File: src/rtl/lcd_cmd_engine.sv
// HD44780-class character-LCD write engine with a start/done custom-instruction handshake.
// Define LCD_INIT_SEQ_EN to add the power-on wait and ROM-driven initialisation sequence.
module lcd_cmd_engine #(
    parameter int BUS_W     = 8,
    parameter int T_SETUP   = 5,
    parameter int T_PULSE   = 25,
    parameter int T_EXEC    = 2500,
    parameter int T_LONG    = 100000,
    parameter int T_POWERON = 750000,
    parameter int CNT_W     = 20
) (
    input  logic             clock,
    input  logic             reset,
    input  logic             clock_en,
    input  logic             start,
    input  logic [31:0]      data_a,
    input  logic [31:0]      data_b,
    output logic [31:0]      result,
    output logic             done,
    output logic             ready,
    output logic             LCD_rs,
    output logic             LCD_rw,
    output logic             LCD_en,
    output logic [BUS_W-1:0] LCD_dados
);

    typedef enum logic [2:0] {
        S_PWR, S_INIT, S_IDLE, S_SETUP, S_PULSE, S_GAP, S_WAIT, S_DONE
    } state_t;

    localparam bit NIBBLE = (BUS_W == 4);
    localparam logic [CNT_W-1:0] SETUP_LAST = CNT_W'(T_SETUP - 1);
    localparam logic [CNT_W-1:0] PULSE_LAST = CNT_W'(T_PULSE - 1);
    // WAIT terminates at T_W rather than T_W-1: the extra cycle is the turnaround into DONE.
    localparam logic [CNT_W-1:0] EXEC_LAST  = CNT_W'(T_EXEC);
    localparam logic [CNT_W-1:0] LONG_LAST  = CNT_W'(T_LONG);

    state_t             state_q, state_n;
    logic [CNT_W-1:0]   cnt_q, cnt_n;
    logic [7:0]         byte_q, byte_n;
    logic               long_q, long_n;
    logic               nib_q, nib_n;
    logic               single_q, single_n;
    logic               rs_n, en_n, done_n, ready_n;
    logic [BUS_W-1:0]   dados_n;
    logic [31:0]        result_n;

`ifdef LCD_INIT_SEQ_EN
    localparam logic [CNT_W-1:0] PWR_LAST = CNT_W'(T_POWERON - 1);
    localparam logic [3:0]       INIT_LEN = NIBBLE ? 4'd8 : 4'd7;
    localparam state_t           RST_STATE = S_PWR;

    logic [3:0] idx_q, idx_n;
    logic       boot_q, boot_n;
    logic [9:0] rom_entry;

    // Entry format {long_wait, single_nibble, byte}; single nibbles only matter on a 4-bit bus.
    function automatic logic [9:0] init_rom(input logic [3:0] i);
        logic [9:0] e;
        e = '0;
        if (NIBBLE) begin
            case (i)
                4'd0:    e = {1'b1, 1'b1, 8'h30};
                4'd1:    e = {1'b0, 1'b1, 8'h30};
                4'd2:    e = {1'b0, 1'b1, 8'h30};
                4'd3:    e = {1'b0, 1'b1, 8'h20};
                4'd4:    e = {1'b0, 1'b0, 8'h28};
                4'd5:    e = {1'b0, 1'b0, 8'h0C};
                4'd6:    e = {1'b1, 1'b0, 8'h01};
                4'd7:    e = {1'b0, 1'b0, 8'h06};
                default: e = '0;
            endcase
        end else begin
            case (i)
                4'd0:    e = {1'b1, 1'b0, 8'h30};
                4'd1:    e = {1'b0, 1'b0, 8'h30};
                4'd2:    e = {1'b0, 1'b0, 8'h30};
                4'd3:    e = {1'b0, 1'b0, 8'h38};
                4'd4:    e = {1'b0, 1'b0, 8'h0C};
                4'd5:    e = {1'b1, 1'b0, 8'h01};
                4'd6:    e = {1'b0, 1'b0, 8'h06};
                default: e = '0;
            endcase
        end
        return e;
    endfunction

    assign rom_entry = init_rom(idx_q);
`else
    localparam state_t RST_STATE = S_IDLE;
    logic unused_cfg;
    assign unused_cfg = ^{CNT_W'(T_POWERON)};
`endif

    logic unused_bits;
    assign unused_bits = ^{data_a[31:2], data_b[31:8]};

    assign LCD_rw = 1'b0;

    always_comb begin
        // NOTE: every signal gets a default before the case so no path infers a latch.
        state_n  = state_q;
        cnt_n    = '0;
        byte_n   = byte_q;
        long_n   = long_q;
        nib_n    = nib_q;
        single_n = single_q;
        rs_n     = LCD_rs;
        en_n     = LCD_en;
        dados_n  = LCD_dados;
        done_n   = 1'b0;
        result_n = result;
`ifdef LCD_INIT_SEQ_EN
        idx_n    = idx_q;
        boot_n   = boot_q;
`endif
        case (state_q)
`ifdef LCD_INIT_SEQ_EN
            S_PWR: begin
                if (cnt_q == PWR_LAST) state_n = S_INIT;
                else                   cnt_n   = cnt_q + CNT_W'(1);
            end
            S_INIT: begin
                if (idx_q == INIT_LEN) begin
                    state_n = S_IDLE;
                    boot_n  = 1'b0;
                end else begin
                    byte_n   = rom_entry[7:0];
                    long_n   = rom_entry[9];
                    single_n = rom_entry[8];
                    nib_n    = 1'b0;
                    boot_n   = 1'b1;
                    rs_n     = 1'b0;
                    dados_n  = rom_entry[7 -: BUS_W];
                    state_n  = S_SETUP;
                end
            end
`endif
            S_IDLE: begin
                if (start) begin
                    byte_n   = data_b[7:0];
                    rs_n     = data_a[0];
                    long_n   = data_a[1] ||
                               (!data_a[0] && (data_b[7:0] inside {8'h01, 8'h02, 8'h03}));
                    nib_n    = 1'b0;
                    single_n = 1'b0;
                    dados_n  = data_b[7 -: BUS_W];
                    state_n  = S_SETUP;
                end
            end
            S_SETUP, S_GAP: begin
                if (cnt_q == SETUP_LAST) begin
                    en_n    = 1'b1;
                    state_n = S_PULSE;
                end else begin
                    cnt_n = cnt_q + CNT_W'(1);
                end
            end
            S_PULSE: begin
                if (cnt_q == PULSE_LAST) begin
                    en_n = 1'b0;
                    if (NIBBLE && !nib_q && !single_q) begin
                        nib_n   = 1'b1;
                        dados_n = byte_q[BUS_W-1:0];
                        state_n = S_GAP;
                    end else begin
                        state_n = S_WAIT;
                    end
                end else begin
                    cnt_n = cnt_q + CNT_W'(1);
                end
            end
            S_WAIT: begin
                if (cnt_q == (long_q ? LONG_LAST : EXEC_LAST)) begin
`ifdef LCD_INIT_SEQ_EN
                    if (boot_q) begin
                        idx_n   = idx_q + 4'd1;
                        state_n = S_INIT;
                    end else begin
                        done_n   = 1'b1;
                        result_n = {23'b0, LCD_rs, byte_q};
                        state_n  = S_DONE;
                    end
`else
                    done_n   = 1'b1;
                    result_n = {23'b0, LCD_rs, byte_q};
                    state_n  = S_DONE;
`endif
                end else begin
                    cnt_n = cnt_q + CNT_W'(1);
                end
            end
            S_DONE:  state_n = S_IDLE;
            default: state_n = S_IDLE;
        endcase
        ready_n = (state_n == S_IDLE);
    end

    always_ff @(posedge clock or posedge reset) begin
        if (reset) begin
            state_q   <= RST_STATE;
            cnt_q     <= '0;
            byte_q    <= '0;
            long_q    <= 1'b0;
            nib_q     <= 1'b0;
            single_q  <= 1'b0;
            LCD_rs    <= 1'b0;
            LCD_en    <= 1'b0;
            LCD_dados <= '0;
            done      <= 1'b0;
            result    <= '0;
            ready     <= (RST_STATE == S_IDLE);
`ifdef LCD_INIT_SEQ_EN
            idx_q     <= '0;
            boot_q    <= 1'b0;
`endif
        end else if (clock_en) begin
            // NOTE: non-blocking assignments so every register samples pre-edge values together.
            state_q   <= state_n;
            cnt_q     <= cnt_n;
            byte_q    <= byte_n;
            long_q    <= long_n;
            nib_q     <= nib_n;
            single_q  <= single_n;
            LCD_rs    <= rs_n;
            LCD_en    <= en_n;
            LCD_dados <= dados_n;
            done      <= done_n;
            result    <= result_n;
            ready     <= ready_n;
`ifdef LCD_INIT_SEQ_EN
            idx_q     <= idx_n;
            boot_q    <= boot_n;
`endif
        end
    end

endmodule

File: config.mk
export PLATFORM = sky130hd
export DESIGN_NAME = lcd_cmd_engine
export DESIGN_NICKNAME = d
export VERILOG_FILES = /design/src/rtl/lcd_cmd_engine.sv
export SDC_FILE = /design/constraint.sdc
export NUM_CORES = 1
export LEC_CHECK = 0
export BUFFER_PORTS_ARGS = -buffer_cell sky130_fd_sc_hd__buf_2
export CORE_MARGIN = 3
export CORE_UTILIZATION = 43
export CTS_CLUSTER_DIAMETER = 200
export CTS_CLUSTER_SIZE = 12
export DETAILED_ROUTE_END_ITERATION = 7
export PLACE_DENSITY = 0.85
export SKIP_LAST_GASP = 1
export SYNTH_ARGS = -nofsm -noshare
export SYNTH_HDL_FRONTEND = slang
export SYNTH_SLANG_ARGS = --single-unit
File: constraint.sdc
create_clock -name clock -period 2.3 [get_ports clock]
set_input_delay 0.345 -clock clock [delete_from_list [all_inputs] [get_ports clock]]
set_output_delay 0.345 -clock clock [all_outputs]
set_load 0.05 [all_outputs]
==> qor.yml <==
p_per_area_nw_per_um2: 1060
core_area_um2: 5570
finalSetupViolCount: 29
final_hold_viol_count: 3
cts_made_buffers: 5
ys_ff_latch: 45
worstSetupPathType: "register to register"
multi_input_area_um2: 1310
synthTopCellsByArea: "dfrtp_1 (43%), buf_4 (7.8%), mux2_2 (5.0%), mux2_1 (4.1%), a21oi_1 (3.8%)"
critical_path_arrival_ns: 2.67
p_int_uw: 1760
clk_pin_slew_ns: 0.09
grt_overflow: 0
nets: 374
end_kind: "register"
syn_area_per_cell_um2: 10.1
switching_share_pct: 45.5
start_util_pct: 44.8
port_buffers: 34
cp-start-kind: "register"
path_cells: "inv_2 -> ha_4 -> or4b_4 -> nor4_4 -> buf_4 -> o211ai_1 -> a221oi_4 -> buf_6 -> buf_6 -> a22oi_1"
synth_top_area_share_pct: 43.0
wire_per_inst_um: 15.6
grt_pass1_wl_um: 8890
layout_setup_ws_ns: -0.193
drt_drc_violations_left: 0
maxSlewHeadroom_pct: 49.1
period_minus_slack_ns: 2.49
area_growth_pct: 21.6
p_clk_share_pct: 15.3
vias: 2074
slew_viol_final: 0
seq_power_share_pct: 34.4
die_width_um: 82.2
cap_violations: 0
p_sw_uw: 1470
antenna_left: 0
cts_tree: "built"
die_area_um2: 6760
grt_max_degree: 26
synth.distinct_cells: 45
ios: 113
p_leak_uw: 0.00148
syn-instance-count: 247
yosys.area.top_type: "dfrtp_1"
rows: 27
hold_buffers: 0
routed_wl_um: 5870
synth_edf_count: 0
synth_ff_type: "dfrtp_1"
layout-drive-gt1-share_pct: 34.1
ys_seq_area_share_pct: 45.1
rsz0062_at_grt: "yes"
fill_cells: 445
holdWs_ns: -0.00155
max_freq_mhz: 401
h-tree-depth: 2
die_h_um: 82.2
worstHoldPathType: "input port to async pin"
syn_area_um2: 2500
setup_tns_ns: -4.47
clk_path_buf_depth: 2
dp_hpwl_um: 3780
crit_path_frequent_cell: "buf_6"
grt.total_usage_pct: 17.0
diodes: 0
skew_ns: 0.00712
mostFrequentLayoutCells: "dfrtp_1 (43), buf_2 (34), conb_1 (24)"
critPathSlowestCell: "or4b_4"
drtPass1Iterations: 4
grt_pass1_vias: 1956
cp_max_fo: 5
violations: "hold timing, setup timing"
critPathRequiredTime_ns: 2.47
cp_top_family: "simple AND/OR/NAND/NOR gates"
antenna_found_initial: 0
clockRootBuffer: "clkbuf_8"
initialDrtViolationCount: 174
clk_latency_ns: 0.30
post-route-period-util_pct: 108
viasPerCell: 5.50
slowest_delay_ns: 0.47
yosys_warnings: 0
routabilityCongestion: 0.857
ys_async_sr_fraction_pct: 100
seqCellArea_um2: 1130
outcome: "finished, violations left"
crit_buf_inv: 4
worst_slew_pin_slew_ns: 0.758
peakVddDrop_uv: 779
p_comb_share_pct: 50.2
final_common_cell: "dfrtp_1"
cts_sinks: 45
[stage by stage]
stage / instances / area [µm²] / power, µW / util [%] / setup slack (ns)
finish: 377 / 3040 / 3230 / 54.5 / -0.193
floorplan: 270 / 2590 / 2060 / - / 0.133
detailed placement: 360 / 2760 / 2360 / 49.4 / -0.0424
global placement: 360 / 2760 / 2310 / 49.4 / -0.0169
CTS: 370 / 2870 / 2870 / 51.4 / -0.0278
global route: 377 / 3040 / 3380 / 54.5 / -0.265
[path summary, 6_finish.rpt]
kind | from | endpoint | slack [ns] | cells after the start
worst max-delay path | cnt_q[1] | cnt_q[15] | -0.19 | 10
worst min-delay path | reset | cnt_q[9] | -0.002 | 2
worst max register to register | cnt_q[1] | cnt_q[15] | -0.19 | 10
worst min register to register | result[1] | result[1] | 0.50 | 1
max in group asynchronous | reset | state_q[1] | 1.65 | 3
min in group clock | data_b[5] | byte_q[5] | 0.29 | 2
[power by group through the flow]
stage | clock (µW) | sequential (µW) | combinational, µW
after floorplan | 0 | 1410 | 653
after global placement | 0 | 1100 | 1210
after detailed placement | 0 | 1110 | 1240
after CTS | 499 | 1100 | 1270
after global routing | 533 | 1140 | 1710
final | 494 | 1110 | 1620
[routing by layer]
| layer | vias up | global-route usage, % | share of wire (%) |
|---|---|---|---|
| met5 | - | 0 | 0 |
| met4 | 0 | 7.14 | 2.7 |
| met3 | 20 | 4.56 | 7.3 |
| met2 | 100 | 28.4 | 51 |
| met1 | 1003 | 20.7 | 39 |
| li1 | 951 | - | - |
[synthesized netlist by cell type (6+ instances only)]
master and number:
a21oi_1 19, buf_4 26, clkbuf_1 7, dfrtp_1 43
inv_1 6, mux2_1 9, mux2_2 11, nand2_1 19
nand3_1 7, nor2_1 16, o21ai_0 6
[worst register-to-register path, cell delays in order, from the launching register on]
cell	delay, ns
dfrtp_1	0.41
inv_2	0.09
ha_4	0.12
or4b_4	0.47
nor4_4	0.27
buf_4	0.19
o211ai_1	0.17
a221oi_4	0.28
buf_6	0.17
buf_6	0.12
a22oi_1	0.08
[sequential cells by signal (all words and copies together), names as in the netlist]
signal / count
cnt_q: 20
result: 9
byte_q: 8
state_q: 3
LCD_en: 1
LCD_rs: 1
done: 1
long_q: 1
ready: 1
[kinds of logic after synthesis]
family	Yosys count	synth area share, %
XOR/XNOR	9	3.15
multiplexers	25	11.0
AO/OA/AOI/OAI	45	11.5
adder cells (fa/ha/maj)	2	1.00
buffers and inverters	41	10.1
AND/OR/NAND/NOR	79	18.0
flip-flops	45	45.1
other	1	0.150
[area by class of cell]
class                      instances  share of cell area, %
tap                               72                   2.96
multi-input combinational        184                   43.2
inverter                           7                  0.864
sequential                        45                   37.1
timing repair buffer              61                   13.0
clock inverter                     2                  0.494
clock buffer                       6                   2.39
[timing repair]
| action | in CTS | in global routing |
|---|---|---|
| pin swaps | 1 | 10 |
| gates cloned | 0 | 2 |
| setup endpoints to repair | 29 | 31 |
| gates resized for setup | 2 | 29 |
| buffers inserted | 2 | 5 |
No activity file was read; power rests on OpenSTA's default activity.
